===== src/rtl/mem_pkg.sv =====
// Shared types and default widths for the memory arbiter, caches and write buffer.
package mem_pkg;

    localparam int AW_DEF = 30;
    localparam int DW_DEF = 32;
    localparam int BW_DEF = DW_DEF / 8;

    typedef enum logic [1:0] {
        IDLE = 2'd0,
        BUSY = 2'd1,
        DONE = 2'd2
    } state_t;

    typedef enum logic [1:0] {
        GNT_NONE = 2'd0,
        GNT_WB   = 2'd1,
        GNT_D    = 2'd2,
        GNT_I    = 2'd3
    } grant_t;

endpackage


===== src/rtl/mem_arb_prio.sv =====
// Combinational fixed-priority picker (wb > d > i).
// The starve flag lets a waiting icache jump the queue.
module mem_arb_prio
    import mem_pkg::*;
(
    input  logic   wb_en,
    input  logic   d_en,
    input  logic   i_en,
    input  logic   starve,
    output grant_t gnt
);

    always_comb begin
        gnt = GNT_NONE;
        if (starve && i_en) gnt = GNT_I;
        else if (wb_en)     gnt = GNT_WB;
        else if (d_en)      gnt = GNT_D;
        else if (i_en)      gnt = GNT_I;
    end

endmodule


===== src/rtl/mem_arbiter.sv =====
// Registered arbiter sharing one memory port among write buffer, dcache and icache.
// IDLE arbitrates, BUSY holds the access until memdone, DONE is a one-cycle cool-down.
module mem_arbiter
    import mem_pkg::*;
#(
    parameter int AW           = AW_DEF,
    parameter int DW           = DW_DEF,
    parameter int BW           = BW_DEF,
    parameter int STARVE_LIMIT = 4
) (
    input  logic          clk,
    input  logic          reset,
    input  logic          wb_en,
    input  logic [AW-1:0] wb_adr,
    input  logic [DW-1:0] wb_wdata,
    input  logic [BW-1:0] wb_byteen,
    output logic          wb_done,
    input  logic          d_en,
    input  logic [AW-1:0] d_adr,
    output logic [DW-1:0] d_rdata,
    output logic          d_done,
    input  logic          i_en,
    input  logic [AW-1:0] i_adr,
    output logic [DW-1:0] i_rdata,
    output logic          i_done,
    output logic [AW-1:0] memadr,
    output logic [DW-1:0] memwdata,
    output logic [BW-1:0] membyteen,
    output logic          memrwb,
    output logic          memen,
    input  logic [DW-1:0] memrdata,
    input  logic          memdone
);

    localparam int SCW = $clog2(STARVE_LIMIT + 1);

    state_t          r_state;
    grant_t          r_grant;
    logic [SCW-1:0]  r_starve_cnt;
    logic [AW-1:0]   r_memadr;
    logic [DW-1:0]   r_memwdata;
    logic [BW-1:0]   r_membyteen;
    logic            r_memrwb;
    logic            r_memen;
    logic            r_wb_done;
    logic            r_d_done;
    logic            r_i_done;
    logic [DW-1:0]   r_d_rdata;
    logic [DW-1:0]   r_i_rdata;

    grant_t          w_gnt;
    logic            w_starve;

    assign w_starve = (r_starve_cnt == SCW'(STARVE_LIMIT));

    mem_arb_prio u_prio (
        .wb_en  (wb_en),
        .d_en   (d_en),
        .i_en   (i_en),
        .starve (w_starve),
        .gnt    (w_gnt)
    );

    always_ff @(posedge clk or negedge reset) begin
        if (!reset) begin
            r_state      <= IDLE;
            r_grant      <= GNT_NONE;
            r_starve_cnt <= '0;
            r_memadr     <= '0;
            r_memwdata   <= '0;
            r_membyteen  <= '0;
            r_memrwb     <= 1'b1;
            r_memen      <= 1'b0;
            r_wb_done    <= 1'b0;
            r_d_done     <= 1'b0;
            r_i_done     <= 1'b0;
            r_d_rdata    <= '0;
            r_i_rdata    <= '0;
        end else begin
            case (r_state)
                IDLE: begin
                    if (w_gnt != GNT_NONE) begin
                        r_grant <= w_gnt;
                        r_memen <= 1'b1;
                        r_state <= BUSY;
                        case (w_gnt)
                            GNT_WB: begin
                                r_memadr    <= wb_adr;
                                r_memwdata  <= wb_wdata;
                                r_membyteen <= wb_byteen;
                                r_memrwb    <= 1'b0;
                            end
                            GNT_D: begin
                                r_memadr    <= d_adr;
                                r_memwdata  <= '0;
                                r_membyteen <= {BW{1'b1}};
                                r_memrwb    <= 1'b1;
                            end
                            default: begin
                                r_memadr    <= i_adr;
                                r_memwdata  <= '0;
                                r_membyteen <= {BW{1'b1}};
                                r_memrwb    <= 1'b1;
                            end
                        endcase
                        // Count only grants that bypass a waiting icache
                        if (!i_en || w_gnt == GNT_I)
                            r_starve_cnt <= '0;
                        else if (!w_starve)
                            r_starve_cnt <= r_starve_cnt + SCW'(1);
                    end else begin
                        r_starve_cnt <= '0;
                    end
                end
                BUSY: begin
                    if (memdone) begin
                        r_memen <= 1'b0;
                        r_state <= DONE;
                        case (r_grant)
                            GNT_WB: r_wb_done <= 1'b1;
                            GNT_D: begin
                                r_d_done  <= 1'b1;
                                r_d_rdata <= memrdata;
                            end
                            GNT_I: begin
                                r_i_done  <= 1'b1;
                                r_i_rdata <= memrdata;
                            end
                            default: ;
                        endcase
                    end
                end
                DONE: begin
                    r_wb_done <= 1'b0;
                    r_d_done  <= 1'b0;
                    r_i_done  <= 1'b0;
                    r_grant   <= GNT_NONE;
                    r_state   <= IDLE;
                end
                default: r_state <= IDLE;
            endcase
        end
    end

    assign memadr    = r_memadr;
    assign memwdata  = r_memwdata;
    assign membyteen = r_membyteen;
    assign memrwb    = r_memrwb;
    assign memen     = r_memen;
    assign wb_done   = r_wb_done;
    assign d_done    = r_d_done;
    assign i_done    = r_i_done;
    assign d_rdata   = r_d_rdata;
    assign i_rdata   = r_i_rdata;

endmodule


===== config.mk =====
export PLATFORM = sky130hd
export DESIGN_NAME = mem_arbiter
export DESIGN_NICKNAME = d
export VERILOG_FILES = /design/src/rtl/mem_pkg.sv /design/src/rtl/mem_arb_prio.sv /design/src/rtl/mem_arbiter.sv
export SDC_FILE = /design/constraint.sdc
export NUM_CORES = 1
export LEC_CHECK = 0
export ABC_AREA = 1
export ABC_CLOCK_PERIOD_IN_PS = 2150
export CELL_PAD_IN_SITES_DETAIL_PLACEMENT = 0
export CELL_PAD_IN_SITES_GLOBAL_PLACEMENT = 2
export CORE_ASPECT_RATIO = 0.5
export CORE_UTILIZATION = 19
export DETAILED_ROUTE_END_ITERATION = 6
export PLACE_DENSITY = 0.82
export SYNTH_ARGS = -nofsm -noshare
export SYNTH_HDL_FRONTEND = slang
export SYNTH_HIERARCHICAL = 1
export SYNTH_SLANG_ARGS = --single-unit
export TNS_END_PERCENT = 30

===== constraint.sdc =====
create_clock -name clk -period 2.15 [get_ports clk]
set_input_delay 0.43 -clock clk [delete_from_list [all_inputs] [get_ports clk]]
set_output_delay 0.43 -clock clk [all_outputs]
set_load 0.03 [all_outputs]

Yosys cells after proc, flatten, opt, wreduce, memory -nomap -nowiden
Index checks and enable logic that the tools add are counted.

$add $sub $neg: 1. Equal/unequal tests: 15. Multiplexer cells: 28. Reduce and logical (&&, ||, !) cells: 18.

Operators by type and width (number): 30-bit case mux with 2 select lines (1); 32-bit 2-to-1 mux (1); 3-bit AND reduction (6); 2-bit 2-to-1 mux (7); 2-bit == test (second input constant) (5); 1-bit 2-to-1 mux (9); 3-bit 2-to-1 mux (3); 1-bit case mux with 2 select lines (4); 2-bit case mux with 2 select lines (2); 2-bit AND reduction (4); 2-bit nonzero test (4); 2-bit by 1-bit == test with 1-bit output (second input constant) (3); 2-bit inequality test (second input constant) (3); 4-bit 2-to-1 mux (1); 2-bit by 1-bit inequality test with 1-bit output (second input constant) (2); 3-bit by 1-bit adder with 3-bit output (second input constant) (1); 3-bit == test (second input constant) (1); 3-bit inequality test (second input constant) (1); 2-bit logical NOT (1); 1-bit logical AND (1); 1-bit logical NOT (1); 1-bit logical OR (1).

Bits in registers: 142. Output and inout port bits: 135.

Depth between registers and ports, before layout
Depth after elaboration: 8. Depth in mapped cells: 14. Mapped depth without buffers: 13.

Modules after synthesis
Netlist, hierarchy kept.

Modules (own cells, without submodules): mem_arbiter (instances 1, cells an instance 758, area an instance 6083.3 um^2, sequential area each 3554.7 um^2); mem_arb_prio (instances 1, cells an instance 7, area an instance 28.8 um^2, sequential area each 0.0 um^2).

Worst setup path after synthesis
Ideal clock, no wire load.

Path type: reg-to-reg. Start point: reg r_starve_cnt[0]. End point: reg r_memadr[9] (netlist: memadr[9]). Setup time: 122 ps. Arrival: 1992 ps. Required time: 2028 ps. Path slack: 36 ps. Stages on the path, launching flop included: 14. Path buffers: 2. Cell sequence: dfrtp_1 -> inv_1 -> ha_1 -> nand2_1 -> inv_1 -> nand2_1 -> a21oi_1 -> inv_1 -> ha_1 -> clkbuf_1 -> clkbuf_1 -> nand3_1 -> nand2_1 -> o21ai_1.

Word-level cells in the longest chain between the ends: 5. Elaborated cells on any way between the ends: 8. Those cells by class: eq/ne: 3; mux: 2; reduce/logical: 3.

RTL lines: start: declaration (RTL line mem_arbiter.sv:39) `logic [SCW-1:0] r_starve_cnt;`; start signal: assignment (RTL line mem_arbiter.sv:110) `r_starve_cnt <= r_starve_cnt + SCW'(1);`; 3-bit == test * (RTL line mem_arbiter.sv:54) `assign w_starve = (r_starve_cnt == SCW'(STARVE_LIMIT));`; via w_starve (RTL line mem_arbiter.sv:52) `logic w_starve;`; 1-bit logical AND * (RTL line mem_arb_prio.sv:15) `if (starve && i_en) gnt = GNT_I;`; 2-bit 2-to-1 mux * (RTL line mem_arb_prio.sv:15); via w_gnt[1] (RTL line mem_arbiter.sv:51) `grant_t w_gnt;`; 2-bit == test, or another cell as far along (RTL line mem_arbiter.sv:86) `case (w_gnt)`; 30-bit case mux with 2 select lines or 2-bit AND reduction (tied branches); end signal: assignment (RTL line mem_arbiter.sv:88) `r_memadr <= wb_adr;`; end signal: assignment (RTL line mem_arbiter.sv:94) `r_memadr <= d_adr;`; end signal: assignment (RTL line mem_arbiter.sv:100) `r_memadr <= i_adr;`; end: declaration (RTL line mem_arbiter.sv:40) `logic [AW-1:0] r_memadr;`.

The timed path passes the listed nets; every way through them passes the cells marked *. A chain may end at the register's enable or synchronous reset.

Worst setup path after layout
Start point: reg r_memrwb (netlist: memrwb). End point: out memrwb.

RTL lines: start: declaration (RTL line mem_arbiter.sv:43) `logic r_memrwb;`; start signal: assignment (RTL line mem_arbiter.sv:72) `r_memrwb <= 1'b1;`; start signal: assignment (RTL line mem_arbiter.sv:91) `r_memrwb <= 1'b0;`; start signal: assignment (RTL line mem_arbiter.sv:97) `r_memrwb <= 1'b1;`; end: declaration (RTL line mem_arbiter.sv:29) `output logic memrwb,`.

No word-level cell between the ends.

==> metrics.md <==
| Metric | Value |
|---|---|
| Status | `finished, final reports clean` |
| Synth cell types | `20` |
| Worst-Margin Slew | `0.696 ns` |
| # port buffers | `298` |
| Bufs on Longest Clock Path | `2` |
| Final Core Density | `33.9%` |
| TritonCTS clock tree | `yes` |
| Number of H-tree levels | `4` |
| CP arrival | `1.68 ns` |
| Die area | `32,900 um^2` |
| Initial antenna violation count | `1` |
| Final ANT Viol Nets | `0` |
| Max-slew headroom | `53.5%` |
| Family with the most delay on the worst path | `buffers and inverters` |
| FF+latch count, synth | `142` |
| Total CTS buffers | `17` |
| Worst hold path startpoint | `i_rdata[16]` |
| Pre-CTS WS | `-0.273 ns` |
| Total setup buffers inserted after CTS | `0` |
| Worst-Skew Late Latency | `0.43 ns` |
| Power Total | `14.8 mW` |
| Initial DRC Count | `294` |
| Sequential area share after synthesis | `58.2%` |
| Most common cell after layout, fill and taps aside | `nand2_1` |
| Dpl hpwl | `17,100 um` |
| Type of the worst setup path | `reg -> out` |
| Mapped Area | `6110 um^2` |
| Setup total negative slack | `0 ns` |
| Worst path bufs/invs | `1` |
| Post-synth net total | `935` |
| Seq. cell area | `3550 um^2` |
| Clock Skew | `0.00699 ns` |
| Multi-input logic area | `2340 um^2` |
| Share of cells above drive strength 1 | `7.61%` |
| VDD IR-drop max | `0.000661 V` |
| Worst-path fanout max | `2` |
| Slowest stage delay, CP | `0.72 ns` |
| Syn avg cell area | `7.99 um^2` |
| Min Tclk post-route | `2.11 ns` |
| Via count of the routed design | `6,045` |
| Max-cap violations | `0` |
| Static Leakage | `4.90 nW` |
| Clk slew on worst S/H paths | `0.06 ns` |
| Area Growth Syn to Fin | `71.9%` |
| Max Slew Vio Count | `0` |
| Fmax | `475 MHz` |
| DR DRC count | `0` |
| Clock Root Buffer | `clkbuf_16` |
| Critical path's slowest cell | `clkdlybuf4s50_1` |
| CORE AREA | `31,000 um^2` |
| Crit end category | `primary output` |
| # clock sinks | `142` |
| Die H | `129 um` |
| Total track usage | `14.0%` |
| Row count | `45` |
| Setup violators final | `0` |
| First-pass DRT Iterations | `6` |
| Final Hold Viols | `0` |
| Initial Util | `19.7%` |
| Setup crit start | `memrwb` |
| Final std cells w/o fill | `1,514` |
| Final setup margin | `0.0433 ns` |
| Crit share post-route | `98.0%` |
| First-pass GRT wire length | `35,700 um` |
| Gr ovfl total | `0` |
| # nets final | `1,247` |
| Drt wl/cell | `15.3 um` |
| Min-delay worst type | `reg -> reg` |
| Cells after Synth | `765` |
| Largest net degree at the start of global routing | `51` |
| Routed Wire Length | `23,200 um` |
| Commonest non-fill, non-tap cells in the layout | `nand2_1 (431), clkdlybuf4s50_1 (297), dfrtp_1 (141), nor2_1 (48), nand3_1 (32)` |
| I/O Pins | `299` |
| Pwr dens | `1410 nW/um^2` |
| Die W | `256 um` |
| Yosys warnings | `6` |
| Filler cells | `3,210` |
| CP cell instances | `clkdlybuf4s50_1` |
| GP Congestion | `0.774` |
| Critical Path Start Type | `flop` |
| Vias in the first global route | `6,263` |
| Worst Path Required | `1.72 ns` |
| Placed Cells | `1,477` |
| Via density per instance | `3.99` |
| Start of the worst register-to-register path | `r_starve_cnt[0]` |
[stage by stage]
step / hold WS, ns / area (um^2)
after floorplan: 0.134 / 6110
after global placement: 0.436 / 9770
after detailed placement: 0.444 / 9770
after CTS: 0.474 / 10400
after global routing: 0.488 / 10500
final: 0.470 / 10500
[cell usage after synthesis]
master,number,share of area (%)
o22ai_1,2,0.20
nor2_2,2,0.20
dfstp_2,1,0.43
dfrtp_1,141,58
ha_1,6,1.2
nand3_2,1,0.16
inv_2,5,0.31
nand2_2,1,0.10
nor2_1,48,2.9
inv_1,14,0.86
nand4_1,3,0.31
o21ai_1,31,2.5
o21ai_0,4,0.33
clkbuf_1,15,0.92
nor2_4,2,0.37
buf_2,19,1.6
buf_4,4,0.49
nand2_1,432,27
nand3_1,32,2.6
a21oi_1,2,0.16
[power by group]
part / internal [mW] / switching [mW]
Clock: 1.80 / 1.24
Combinational: 2.94 / 4.36
Sequential: 3.84 / 0.667
[sequential cells by signal (all words and copies together) (netlist names)]
register	count
i_done	1
i_rdata	32
d_rdata	32
memadr	30
r_grant	2
memen	1
membyteen	4
memwdata	32
memrwb	1
r_state	2
wb_done	1
r_starve_cnt	3
d_done	1
[repair_timing]
action / in CTS / in global routing
endpoints found under the setup margin: 33 / 68
gates cloned: 0 / 3
hold buffers: 1 / 0
resized for setup: 2 / 8
endpoints found under the hold margin: 45 / 0
pin swaps: 0 / 1
[area by class of cell]
cell class              count  share of cell area (%)
multi-input cells         566                    22.3
clock inverters            13                    1.48
flip-flops and latches    142                    33.8
inverters                  19                   0.727
clock buffers              19                    4.31
repair buffers            331                    32.3
diodes                      1                  0.0238
well taps                 423                    5.04
[per-layer routing]
metal  track usage, %  vias to the layer above  part of all wire (%)
met4             4.86                        0                   2.2
met1             16.2                     2926                    42
met2             26.0                      108                    54
met5                0                        -                     0
met3             2.78                       30                   2.6
li1                 -                     2981                     -
[cells by family (layout without fill, tap and decap cells)]
kind of cell	after synthesis	in the layout	synth area share, %
other	0	1	0
adders and majority gates	6	6	1.23
and+or+nand+nor	521	521	33.2
DFF	142	142	58.2
buffers and inverters	57	382	4.14
AOI/OAI and AO/OA	39	39	3.23
[final timing paths]
| kind | slack (ns) | cells after the start | end |
|---|---|---|---|
| hold reg to reg | 0.47 | 2 | i_rdata[16] |
| max in group asynchronous | 0.91 | 3 | d_rdata[8] |
| setup reg to reg | 0.15 | 13 | memadr[5] |
| min in group asynchronous | 0.54 | 2 | r_starve_cnt[2] |
| setup / recovery | 0.04 | 1 | memrwb |
| hold / removal | 0.47 | 2 | i_rdata[16] |
(Power assumes the default switching activity.)
